`src/rtl/count_enable_gen.sv`:
```
// Enable source for the 8-bit up counter: synchronises and debounces the run/step buttons
// and issues a rate-controlled single-cycle enable strobe from a STOPPED/RUNNING machine.
module count_enable_gen #(
  parameter int DIV_W        = 16,
  parameter int SYNC_STAGES  = 2,
  parameter int DEBOUNCE_CYC = 4
) (
  input  logic             clk,
  input  logic             reset,
  input  logic             run_btn,
  input  logic             step_btn,
  input  logic [DIV_W-1:0] div_i,
  output logic             enable,
  output logic             running
);

  localparam int CNT_W   = (DEBOUNCE_CYC > 1) ? $clog2(DEBOUNCE_CYC) : 1;
  localparam int BTN_RUN  = 0;
  localparam int BTN_STEP = 1;

  typedef enum logic {
    ST_STOPPED = 1'b0,
    ST_RUNNING = 1'b1
  } state_t;

  logic [1:0]             btn_raw;
  logic [SYNC_STAGES-1:0] sync_q [2];
  logic [SYNC_STAGES-1:0] sync_d [2];
  logic [CNT_W-1:0]       cnt_q  [2];
  logic [CNT_W-1:0]       cnt_d  [2];
  logic [1:0]             synced;
  logic [1:0]             deb_q, deb_d;
  logic [1:0]             deb_dly_q, deb_dly_d;
  logic [1:0]             press;

  state_t                 state_q, state_d;
  logic [DIV_W-1:0]       pcnt_q, pcnt_d;
  logic [DIV_W-1:0]       div_q, div_d;
  logic                   enable_q, enable_d;
  logic                   running_q, running_d;

  assign btn_raw = {step_btn, run_btn};

  // A debounced level only flips after DEBOUNCE_CYC consecutive disagreeing synced samples;
  // any agreeing sample restarts the count, so bounce shorter than that never gets through.
  always_comb begin
    for (int i = 0; i < 2; i++) begin
      // NOTE: every output of a combinational block gets a default first so no path infers a latch.
      sync_d[i] = {sync_q[i][SYNC_STAGES-2:0], btn_raw[i]};
      synced[i] = sync_q[i][SYNC_STAGES-1];
      cnt_d[i]  = cnt_q[i];
      deb_d[i]  = deb_q[i];
      if (synced[i] == deb_q[i]) begin
        cnt_d[i] = '0;
      end else if (cnt_q[i] == CNT_W'(DEBOUNCE_CYC - 1)) begin
        deb_d[i] = synced[i];
        cnt_d[i] = '0;
      end else begin
        cnt_d[i] = cnt_q[i] + 1'b1;
      end
    end
    deb_dly_d = deb_q;
  end

  // Rising edges of the debounced levels only; releasing a button does nothing.
  assign press = deb_q & ~deb_dly_q;

  always_comb begin
    state_d  = state_q;
    pcnt_d   = pcnt_q;
    div_d    = div_q;
    enable_d = 1'b0;
    unique case (state_q)
      ST_STOPPED: begin
        if (press[BTN_RUN]) begin
          state_d = ST_RUNNING;
          pcnt_d  = '0;
          div_d   = div_i;
        end else if (press[BTN_STEP]) begin
          enable_d = 1'b1;
        end
      end
      ST_RUNNING: begin
        // Run press beats the prescaler on the same edge, so stopping never emits a strobe.
        if (press[BTN_RUN]) begin
          state_d = ST_STOPPED;
          pcnt_d  = '0;
        end else if (pcnt_q == div_q) begin
          enable_d = 1'b1;
          pcnt_d   = '0;
          div_d    = div_i;
        end else begin
          pcnt_d = pcnt_q + 1'b1;
        end
      end
    endcase
    running_d = (state_d == ST_RUNNING);
  end

  // NOTE: sequential state uses non-blocking assignments so every flop samples pre-edge values.
  always_ff @(posedge clk or negedge reset) begin
    if (!reset) begin
      for (int i = 0; i < 2; i++) begin
        sync_q[i] <= '0;
        cnt_q[i]  <= '0;
      end
      deb_q     <= '0;
      deb_dly_q <= '0;
      state_q   <= ST_STOPPED;
      pcnt_q    <= '0;
      div_q     <= '0;
      enable_q  <= 1'b0;
      running_q <= 1'b0;
    end else begin
      for (int i = 0; i < 2; i++) begin
        sync_q[i] <= sync_d[i];
        cnt_q[i]  <= cnt_d[i];
      end
      deb_q     <= deb_d;
      deb_dly_q <= deb_dly_d;
      state_q   <= state_d;
      pcnt_q    <= pcnt_d;
      div_q     <= div_d;
      enable_q  <= enable_d;
      running_q <= running_d;
    end
  end

  assign enable  = enable_q;
  assign running = running_q;

endmodule

```
`config.mk`:
```
export PLATFORM = sky130hd
export DESIGN_NAME = count_enable_gen
export DESIGN_NICKNAME = d
export VERILOG_FILES = /design/src/rtl/count_enable_gen.sv
export SDC_FILE = /design/constraint.sdc
export NUM_CORES = 1
export LEC_CHECK = 0
export BUFFER_PORTS_ARGS = -buffer_cell sky130_fd_sc_hd__buf_2
export CAP_MARGIN = 20
export CORE_MARGIN = 5
export CORE_UTILIZATION = 40
export CTS_CLUSTER_DIAMETER = 80
export CTS_CLUSTER_SIZE = 40
export DETAILED_ROUTE_END_ITERATION = 7
export PLACE_DENSITY_LB_ADDON = 0.12
export SETUP_SLACK_MARGIN = 0.2
export SLEW_MARGIN = 0
export SYNTH_ARGS = -nofsm -noshare
export SYNTH_HDL_FRONTEND = slang
export SYNTH_SLANG_ARGS = --single-unit
```
`constraint.sdc`:
```
create_clock -name clk -period 1.86 [get_ports clk]
set_input_delay 0.186 -clock clk [delete_from_list [all_inputs] [get_ports clk]]
set_output_delay 0.186 -clock clk [all_outputs]
set_load 0.005 [all_outputs]
```
==> flow_results.org <==
** Setup path
- The critical path is of the flip-flop to flip-flop type.
- Number of cell instances on the worst register-to-register path :: 6
- Critical Path Start Type :: flip-flop
- At the worst endpoint, the required time is 2.03 ns.
- STA classifies the critical path endpoint as a flip-flop.
- Crit Reg-Reg Startpoint :: div_q[1]
- Crit path from :: div_q[1]
- Max FO, Critical Path :: 16
- Arrival time worst endpoint :: 2.15 ns

** Synthesis
- The share of synthesized area in the top cell type comes to 0.513.
- Number of cells produced by synthesis :: 190
- Mean instance size in the synthesized netlist :: 11.8 µm²
- The number of nets handed over by synthesis was 215.
- Counting flops and latches in the post-synthesis netlist gives 46.
- Cell variety after synth :: 34
- Post-synthesis compound-gate area fraction :: 0.0781
- Adder-cell area share of the yosys netlist :: 0.0279
- Number of enable-type register cells in the synthesized netlist :: 0
- Yosys attributes the largest share of cell area to dfrtp_1, mux2_4, xor2_1.
- Yosys printed 0 warnings.
- Of the total synthesized cell area, the portion taken by AND, OR, NAND and NOR gates is 0.151.
- Of all flip-flops after synthesis, the portion carrying an async set or reset was 1.00.
- Of the total synthesized cell area, the portion taken by XOR and XNOR cells is 0.0898.
- The biggest area contributor in the post-synthesis netlist is dfrtp_1.
- In the synthesized netlist the dominant register cell turns out to be dfrtp_1.
- The share of the Yosys chip area taken by registers is 0.513.
- Measured against the total synthesized area, the mux share comes to 0.107.
- Dominant combinational cell family by area after synthesis :: simple AND/OR/NAND/NOR gates
- After synthesis the cells add up to 2240 µm².

** Floorplan
- Placeable core area :: 5470 µm²
- Starting utilization of the core area :: 0.410
- The die is 84.9 µm tall.
- Io pins :: 22
- Num rows :: 27
- The die covers 7200 µm².
- In this run the horizontal extent of the chip is 84.9 µm.

** Clocking
- CTS root buf :: clkbuf_8
- Clock sinks :: 46
- In this run the number of H-tree levels came out at 2.
- Clock-pin slew was measured on the worst setup and hold paths at 0.08 ns.
- TritonCTS built the clock tree.
- The clock reaches the later pin of the worst-skew pair after 0.29 ns.
- In this run the deepest clock path goes through 2 buffers.
- Buffers inserted during clock tree synthesis total 5.

** Layout
- From synthesis to final layout, the design area changed by 24.1%.
- The top cell types in the final layout, fill and taps aside, are dfrtp_1, buf_4, buf_2.
- Post-layout util :: 0.508
- Most common library cell in the layout ignoring fill and taps :: dfrtp_1
- The filler cells instantiated in the layout total 507.
- The final layout contains 264 nets.
- Summing all flip-flop and latch instances after layout gives 1150 µm².
- Area taken by multi-input logic gates :: 1080 µm²
- The number of antenna diodes in the final layout is 0.
- Share of layout cells above drive strength 1 :: 0.364

** Routing
- Sum of routed wire length over all layers :: 4.54 mm
- The final route contains 1589 vias.
- DRC Markers :: 0
- The detailed router finished its first iteration with 47 violations.
- Dividing the detail-routed via count by the number of cells gives 5.11.
- Antenna Violating Nets Remaining :: 0
- The first detailed-routing pass took 4 iterations.
- Final routed wire length divided by cell count :: 14.6 µm

** Power
- Pleak :: 1.29 nW
- The design draws 3.67 mW.
- Power Density :: 1320 nW/µm²
- Largest vdd supply drop :: 0.550 mV

** STA
- Across the routed clock network, the largest skew measured is 0.00710 ns.
- RSZ-0062 raised after global routing :: true
- Final Hold Viols :: 0
- Final critical-path setup slack :: -0.118 ns
- For the pin with the worst max-slew slack, the measured transition is 0.545 ns.
- Max-Slew Margin vs Limit :: 0.637
- Min Clock Period, post-route :: 1.98 ns
- Final setup violation count :: 24
- Dividing the final minimum period by the clock period gives 1.06.
- Based on the critical path, the design can be clocked at up to 506 MHz.
- The number of slew-limit violations in the final report is 0.

** Run status
- The final reports fail on setup timing.
- The run finished, with violations left.

** Min path
- Startpoint of the lowest-slack hold path :: div_i[14]
- The min-delay analysis places its worst path in the category primary input to flip-flop.
- The worst hold path was traced through 2 stages.

** GRT
- The number of global-route vias before repair was 1672.
- GR Overflow Total :: 0
- Entering global routing, the biggest net connects 26 pins.
- Number of antenna violations at the first check in global routing :: 0
- Global-route total usage across every layer :: 0.140
- Wire length of the first global-routing pass :: 8.15 mm

** Placement
- Post-Place Worst Slack :: -0.213 ns
- Once detailed placement completed, the half-perimeter wirelength came to 3.36 mm.
- The count of buffers added on input and output ports is 21.
- Routability-driven placement congestion ratio :: 0.780

** Job
- Maxcap violations :: 0
==> repair_timing <==
item                                    CTS  global route
endpoints found under the setup margin   33            33
resized for setup                         7             2
gates cloned                              0             0
endpoints found under the hold margin    23             0
hold buffers                              3             0
buffers inserted                          1             0
==> cell type report <==
class                           count  area share
Sequential cell                    46       0.414
Multi-Input combinational cell    132       0.390
Timing Repair Buffer               52       0.133
Tap cell                           72      0.0324
Clock buffer                        5      0.0247
Clock inverter                      2     0.00360
Inverter                            2     0.00270
==> worst max-delay path, cell delays in order (launching register included) <==
cell,delay [ns]
dfrtp_1,0.39
xor2_1,0.17
nor4_2,0.34
nand4_1,0.17
a211o_1,0.32
buf_12,0.17
mux2_4,0.30
==> cells in the mapped netlist, types with 5 or more instances <==
| cell type | count |
|---|---|
| xor2_1 | 16 |
| dfrtp_1 | 46 |
| nor4_1 | 6 |
| nand3_1 | 14 |
| nor3_1 | 7 |
| mux2_4 | 10 |
| ha_1 | 5 |
| mux2_2 | 8 |
| clkbuf_1 | 5 |
| o21a_1 | 5 |
| nand2_1 | 13 |
| xnor2_1 | 7 |
==> state kept, by name, indices dropped and copies added (netlist names) <==
| name | flops |
|---|---|
| deb_dly_d | 2 |
| div_q | 16 |
| enable | 1 |
| sync_q | 2 |
| cnt_q | 4 |
| running | 1 |
| sync_d | 2 |
| pcnt_q | 16 |
| deb_dly_q | 2 |
==> cells by family after synthesis <==
logic type               after synthesis
AO/OA/AOI/OAI                         23
XOR/XNOR                              23
adder cells (fa/ha/maj)                5
buffers and inverters                 12
flip-flops                            46
multiplexers                          18
AND/OR/NAND/NOR                       63
==> power breakdown <==
group | switching (mW) | leakage, nW | internal (mW)
sequential | 0.208 | 0.580 | 1.31
combinational | 0.727 | 0.664 | 0.866
clock | 0.308 | 0.0438 | 0.252
total | 1.24 | 1.29 | 2.43
==> path summary, 6_finish.rpt <==
kind	slack, ns	endpoint
min	0.12	div_q[14]
max	-0.12	div_q[6]
min in group asynchronous	0.41	cnt_q[0]
max in group asynchronous	0.92	pcnt_q[4]
min reg2reg	0.35	sync_q[3]
max reg2reg	-0.12	div_q[6]
==> per-layer routing <==
metal	share of wire	vias up	global-route usage
li1	-	776	-
met1	0.45	783	0.188
met5	0	-	0
met3	0.035	4	0.0330
met4	0.0084	0	0.0388
met2	0.50	26	0.229
==> through the flow <==
| step | std cells | hold WS (ns) | TNS [ns] | area (µm²) |
|---|---|---|---|---|
| final | 311 | 0.120 | -2.15 | 2780 |
| after global routing | 311 | 0.113 | -4.98 | 2780 |
| after CTS | 311 | 0.107 | -2.39 | 2770 |
| after detailed placement | 300 | 0.202 | -4.74 | 2620 |
| after global placement | 300 | 0.189 | -3.69 | 2620 |
| after floorplan | 190 | -0.110 | -1.22 | 2290 |
Note: power is estimated with default switching activity, not from simulation.
